## config.mk

```make
export PLATFORM = sky130hd
export DESIGN_NAME = clock_div_ctrl
export DESIGN_NICKNAME = d
export VERILOG_FILES = /design/src/rtl/clock_div_ctrl.sv
export SDC_FILE = /design/constraint.sdc
export NUM_CORES = 1
export LEC_CHECK = 0
export ABC_AREA = 1
export ABC_CLOCK_PERIOD_IN_PS = 2300
export BUFFER_PORTS_ARGS = -buffer_cell sky130_fd_sc_hd__buf_4
export CAP_MARGIN = 10
export CORE_MARGIN = 2
export CORE_UTILIZATION = 35
export DETAILED_ROUTE_END_ITERATION = 6
export SETUP_SLACK_MARGIN = 0.2
export SLEW_MARGIN = 20
export SYNTH_ARGS = -nofsm -noshare
export SYNTH_HDL_FRONTEND = slang
export SYNTH_SLANG_ARGS = --single-unit
```

## constraint.sdc

```tcl
create_clock -name clock -period 2.3 [get_ports clock]
set_clock_uncertainty 0.2 [all_clocks]
set_input_delay 0.46 -clock clock [delete_from_list [all_inputs] [get_ports clock]]
set_output_delay 0.46 -clock clock [all_outputs]
set_load 0.05 [all_outputs]
```

## src/rtl/clock_div_ctrl.sv

```systemverilog
// clock_div_ctrl: programmable tick scheduler for the system clock divider.
// Produces a single-cycle `tick` enable every `period` cycles, with
// start/stop sequencing and valid/ready divisor updates applied only at a
// period boundary, so a running period is never truncated or stretched.
//
// Ports:
//   clock      system clock, rising edge
//   reset      asynchronous active-low reset
//   start      level-sampled, begins counting from STOPPED
//   stop       level-sampled, halts counting (wins over start, wrap, transfer)
//   cfg_valid  new divisor offered
//   cfg_div    offered divisor (values below 2 are clamped to 2)
//   cfg_ready  divisor can be accepted (low while a reload is pending)
//   tick       registered, one cycle high per period
//   running    high while counting
//   count      current count, 0..period-1
//   period     active divisor
//   div_clock  square wave of 2*period cycles, only with
//              CLOCK_DIV_CTRL_DIV_CLOCK_EN defined
//
// State    | meaning
// ---------+---------------------------------------------------
// STOPPED  | idle, transfers write period directly
// RUN      | counting, no divisor pending
// RUN_PEND | counting, new divisor held in pend until next wrap

module clock_div_ctrl #(
  parameter int WIDTH       = 17,
  parameter int DEFAULT_DIV = 100000
) (
  input  logic             clock,
  input  logic             reset,
  input  logic             start,
  input  logic             stop,
  input  logic             cfg_valid,
  input  logic [WIDTH-1:0] cfg_div,
  output logic             cfg_ready,
  output logic             tick,
  output logic             running,
  output logic [WIDTH-1:0] count,
  output logic [WIDTH-1:0] period
`ifdef CLOCK_DIV_CTRL_DIV_CLOCK_EN
  ,
  output logic             div_clock
`endif
);

  typedef enum logic [1:0] {
    ST_STOPPED  = 2'd0,
    ST_RUN      = 2'd1,
    ST_RUN_PEND = 2'd2
  } state_t;

  state_t           state;
  logic [WIDTH-1:0] pend;
  logic             wrap;
  logic             xfer;
  logic [WIDTH-1:0] cfg_clamped;

  assign wrap        = (count == period - 1'b1);
  assign xfer        = cfg_valid && cfg_ready;
  assign cfg_clamped = (cfg_div < WIDTH'(2)) ? WIDTH'(2) : cfg_div;

  always_ff @(posedge clock or negedge reset) begin
    if (!reset) begin
      state     <= ST_STOPPED;
      count     <= '0;
      tick      <= 1'b0;
      running   <= 1'b0;
      cfg_ready <= 1'b1;
      period    <= WIDTH'(DEFAULT_DIV);
      pend      <= '0;
`ifdef CLOCK_DIV_CTRL_DIV_CLOCK_EN
      div_clock <= 1'b0;
`endif
    end else begin
      case (state)
        ST_STOPPED: begin
          tick <= 1'b0;
          if (xfer) period <= cfg_clamped;
          if (start && !stop) begin
            state   <= ST_RUN;
            count   <= '0;
            running <= 1'b1;
          end
        end

        ST_RUN, ST_RUN_PEND: begin
          if (stop) begin
            // Stop beats a same-edge wrap and transfer; a pending divisor
            // is not lost, it becomes the stopped period.
            state     <= ST_STOPPED;
            count     <= '0;
            tick      <= 1'b0;
            running   <= 1'b0;
            cfg_ready <= 1'b1;
            if (state == ST_RUN_PEND) period <= pend;
`ifdef CLOCK_DIV_CTRL_DIV_CLOCK_EN
            div_clock <= 1'b0;
`endif
          end else begin
            if (wrap) begin
              count <= '0;
              tick  <= 1'b1;
`ifdef CLOCK_DIV_CTRL_DIV_CLOCK_EN
              div_clock <= ~div_clock;
`endif
            end else begin
              count <= count + 1'b1;
              tick  <= 1'b0;
            end

            if (state == ST_RUN) begin
              // A transfer on a wrap edge still waits for the next wrap.
              if (xfer) begin
                pend      <= cfg_clamped;
                state     <= ST_RUN_PEND;
                cfg_ready <= 1'b0;
              end
            end else if (wrap) begin
              period    <= pend;
              state     <= ST_RUN;
              cfg_ready <= 1'b1;
            end
          end
        end

        default: begin
          state     <= ST_STOPPED;
          count     <= '0;
          tick      <= 1'b0;
          running   <= 1'b0;
          cfg_ready <= 1'b1;
        end
      endcase
    end
  end

endmodule
```

# ---- Word level (Yosys, flattened, before mapping)
# Cells that the tools add are included.
dict set report classes {
  n_addsub 2
  order_cmp 1
  eq_ne 11
  n_mux 28
  n_bitwise 2
  n_reduce_logical 11
}
# cell n
set ops {}
lappend ops {{17-bit 2-to-1 mux} 9}
lappend ops {{17-bit one-hot mux with 2 select lines} 2}
lappend ops {{17-bit by 1-bit adder with 17-bit output, second input constant} 1}
lappend ops {{17-bit equality test} 1}
lappend ops {{17-bit by 2-bit less-than comparator with 1-bit output, second input constant} 1}
lappend ops {{17-bit by 1-bit subtractor with 17-bit output, second input constant} 1}
lappend ops {{2-bit 2-to-1 mux} 5}
lappend ops {{1-bit 2-to-1 mux} 9}
lappend ops {{3-bit inequality test, second input constant} 3}
lappend ops {{4-bit inequality test, second input constant} 2}
lappend ops {{2-bit inequality test, second input constant} 3}
lappend ops {{3-bit AND reduction} 2}
lappend ops {{5-bit AND reduction} 1}
lappend ops {{1-bit one-hot mux with 2 select lines} 2}
lappend ops {{2-bit one-hot mux with 2 select lines} 1}
lappend ops {{4-bit AND reduction} 1}
lappend ops {{2-bit by 1-bit equality test with 1-bit output, second input constant} 1}
lappend ops {{2-bit equality test, second input constant} 1}
lappend ops {{1-bit logical AND} 2}
lappend ops {{2-bit logical NOT} 1}
lappend ops {{1-bit inverter} 2}
lappend ops {{2-bit AND reduction} 1}
lappend ops {{2-bit nonzero test} 1}
lappend ops {{2-bit OR reduction} 1}
lappend ops {{1-bit logical NOT} 1}
dict set report totals {
  regBits 56
  output_inout_bits 37
}

# ---- Longest topological paths before layout
dict set report depth {
  depth_word 6
  ltp_mapped 16
}

# ---- Least setup slack after synthesis
# Ideal clock, no wire load.
dict set report synth_path {
  kind {reg2reg}
  from {register period[0]}
  to {register period[8]}
  setup_time_ns 0.120
  arrival_time_ns 2.340
  required_time_ns 1.980
  path_slack_ns -0.360
  path_stages_with_launch 16
  n_path_buf 1
  synth_period_minus_slack_ns 2.660
  cell_sequence {dfrtp_1 > inv_1 > ha_1 > nand2_1 > nand2_1 > nor2_1 > nand2_1 > nor2_1 > nand2_1 > nor2_1 > nand3_2 > o21ai_4 > nand2_4 > buf_6 > nand2_1 > nand2_1}
}
dict set report synth_via {
  elab_chain_cells 4
}
# element line
set synth_lines {}
lappend synth_lines {{start, declared} 41} ;# output logic [WIDTH-1:0] period
lappend synth_lines {{start signal, assigned} 71} ;# period <= WIDTH'(DEFAULT_DIV);
lappend synth_lines {{start signal, assigned} 80} ;# if (xfer) period <= cfg_clamped;
lappend synth_lines {{start signal, assigned} 97} ;# if (state == ST_RUN_PEND) period <= pend;
lappend synth_lines {{17-bit by 1-bit subtractor with 17-bit output} 60} ;# assign wrap = (count == period - 1'b1);
lappend synth_lines {{17-bit equality test} 60}
lappend synth_lines {{3-bit inequality test (no source line)} -}
lappend synth_lines {{5-bit AND reduction (no source line)} -}
# Every way passes these cells.
# A chain may end at the register's enable or synchronous reset.

# ---- Final worst setup path
dict set report layout_path {
  from {register period[1]}
  to {register period[14]}
}
# The elaborated chain is that of the path after synthesis.

==> flow_summary.json <==
{
  "cp_slowest_cell": "dfrtp_2",
  "relSlewSlack": 0.5101,
  "overflow": 0,
  "cts_sinks": 56,
  "num_vias": 3452,
  "htreeDepth": 2,
  "wl_per_cell_um": 13.20,
  "async_flop_share": 1.000,
  "power.leakage_nw": 2.306,
  "setup_violations": 13,
  "min_path_type": "primary input to asynchronous set/reset pin",
  "diodes": 0,
  "fp-row-count": 36,
  "arrival_ns": 2.40,
  "layout_common_cells": "151 x nand2_1, 91 x buf_4, 51 x inv_1, 44 x dfrtp_1, 42 x o21ai_0",
  "clk-insertion-delay-late_ns": 0.32,
  "grt_max_degree": 57,
  "max_freq_ghz": 0.4286,
  "worstSetupPathType": "flip-flop to flip-flop",
  "path_cells": "inv_2, ha_4, nand3_4, nor2_4, nand3_1, nand2_1, nand2_1, nor2_2, nand3_2, o21ai_4, buf_12, buf_12, buf_16, nand3_2, nand2_2",
  "start_util": 0.3582,
  "cts_tree": "yes",
  "root_buffer": "clkbuf_8",
  "crit_buf_inv": 4,
  "grt_use_total": 0.1777,
  "violations": "hold timing, setup timing",
  "routedLengthMet1_mm": 4.415,
  "top_layer": "met4",
  "power-per-cell-area_nw_per_um2": 1349,
  "synth-edff-count": 0,
  "period_share": 1.014,
  "power_mw": 6.270,
  "mostFrequentLayoutCell": "nand2_1",
  "crit_fanout": 8,
  "rsz0062_at_grt": "yes",
  "finalNetCount": 612,
  "grt_pass1_wl_mm": 15.81,
  "via_per_inst": 4.808,
  "syn_to_final_growth_pct": 33.39,
  "io_buffers": 58,
  "critical-path-top-delay-family": "simple AND/OR/NAND/NOR gates",
  "setup_ws_ns": -0.03307,
  "hold_slack_ns": -0.01932,
  "cts_buffer_depth": 2,
  "drv_cap": 0,
  "ys_seq_elements": 56,
  "vdd_drop_max_mv": 0.8820,
  "grt_pass1_vias": 3297,
  "fp.dieH_um": 103.8,
  "drt_iter0_markers": 164,
  "crit_path_start_kind": "flip-flop",
  "wirelength_mm": 9.477,
  "slowest_delay_ns": 0.45,
  "period_needed_ns": 2.333,
  "dieArea_um2": 10770,
  "hold_viol": 18,
  "cts_buffers": 5,
  "drc": 0,
  "wl_met2_mm": 4.523,
  "slew_violations": 0,
  "clk_pin_slew_ns": 0.11,
  "syn-cell-area_um2": 3485,
  "dpl.hpwl_mm": 7.033,
  "synth_warnings": 0,
  "boundaryPins": 59,
  "drive_gt1_frac": 0.2838,
  "firstDrtPassIters": 4,
  "die_w_um": 103.8,
  "synth.avg_cell_area_um2": 7.083,
  "antenna_found_initial": 0,
  "wl_met3_um": 318,
  "worstPathRequired_ns": 2.37,
  "place.gp.congestion": 0.8494,
  "yosysUniqueCellTypes": 33,
  "synth_ff_type": "dfrtp_1",
  "synth_cells": 492,
  "worst_slew_pin_slew_ns": 0.7348,
  "crit_path_end_kind": "flip-flop",
  "postRouteAntennaNets": 0,
  "dp_slack_ns": -0.05704,
  "ys_seq_area_frac": 0.4047,
  "syn_nets": 520,
  "core-area_um2": 9729,
  "status": "complete, but fails checks"
}
## per-layer routing
layer,vias to the layer above,global-route usage
met2,77,0.3009
met1,1614,0.2364
met4,0,0.05116
met3,16,0.02643
li1,1745,-
met5,-,0
## cells in the mapped netlist, drive strengths merged (5+ instances only)
| cell | instances | area, µm² |
|---|---|---|
| nor2 | 45 | 186.4 |
| dfrtp | 49 | 1226 |
| dfstp | 7 | 183.9 |
| xnor2 | 7 | 61.31 |
| inv | 57 | 214.0 |
| nand3 | 40 | 215.2 |
| o21ai | 44 | 231.5 |
| clkbuf | 8 | 30.03 |
| ha | 6 | 75.07 |
| a21oi | 21 | 108.9 |
| nand2 | 162 | 618.1 |
| nor4 | 6 | 37.54 |
| xor2 | 16 | 140.1 |
| nor3 | 5 | 25.02 |
## final cells by class
cell class	instances	area, µm²
Fill cell	1002	5081
Multi-Input combinational cell	367	1966
Sequential cell	56	1416
Timing Repair Buffer	96	782.0
Inverter	58	222.7
Tap cell	133	166.4
Clock buffer	5	68.82
Clock inverter	3	26.28
## flip-flops by register name, indices dropped and copies added (netlist names)
name       flops
pend          17
running        1
cfg_ready      1
tick           1
count         17
state          2
period        17
## metrics by stage
step                utilization  area (µm²)  setup TNS [ns]  instances
floorplan                     -        3502          -1.153        492
global placement         0.4376        4258               0        698
detailed placement       0.4376        4258          -1.081        698
CTS                      0.4622        4497        -0.04978        714
global route             0.4778        4648          -4.112        718
finish                   0.4778        4648         -0.2457        718
## timing repair
item / in CTS / in global routing
hold buffers: 0 / 0
resized for setup: 11 / 37
buffers inserted: 6 / 4
endpoints found under the setup margin: 38 / 38
pin swaps: 22 / 17
cloned: 2 / 0
## power by group
group / total [mW] / switching, mW / internal [mW]
registers: 1.72 / 0.350 / 1.37
logic: 3.96 / 2.50 / 1.46
clock network: 0.583 / 0.357 / 0.225
## cell families after synthesis
kind of cell,count (synthesis),share of synthesized area
DFF,56,0.4047
buffers and inverters,70,0.08007
and+or+nand+nor,268,0.3300
xor gates and xnor gates,23,0.05781
adders and majority gates,6,0.02154
AOI/OAI and AO/OA,69,0.1059
## path summary, 6_finish.rpt
path | start | endpoint | slack, ns | depth (start not counted)
min in group clock | cfg_div[13] | pend[13]$_DFFE_PN0P_ | 0.21 | 3
max in group asynchronous | reset | period[2]$_DFFE_PN0P_ | 1.39 | 1
worst min-delay path | reset | period[3]$_DFFE_PN0P_ | -0.02 | 1
worst min register to register | cfg_ready$_DFFE_PN1P_ | cfg_ready$_DFFE_PN1P_ | 0.29 | 2
worst max register to register | period[1]$_DFFE_PN0P_ | period[14]$_DFFE_PN0P_ | -0.03 | 15
worst max-delay path | period[1]$_DFFE_PN0P_ | period[14]$_DFFE_PN0P_ | -0.03 | 15
Power figures use the tool's default switching activity.
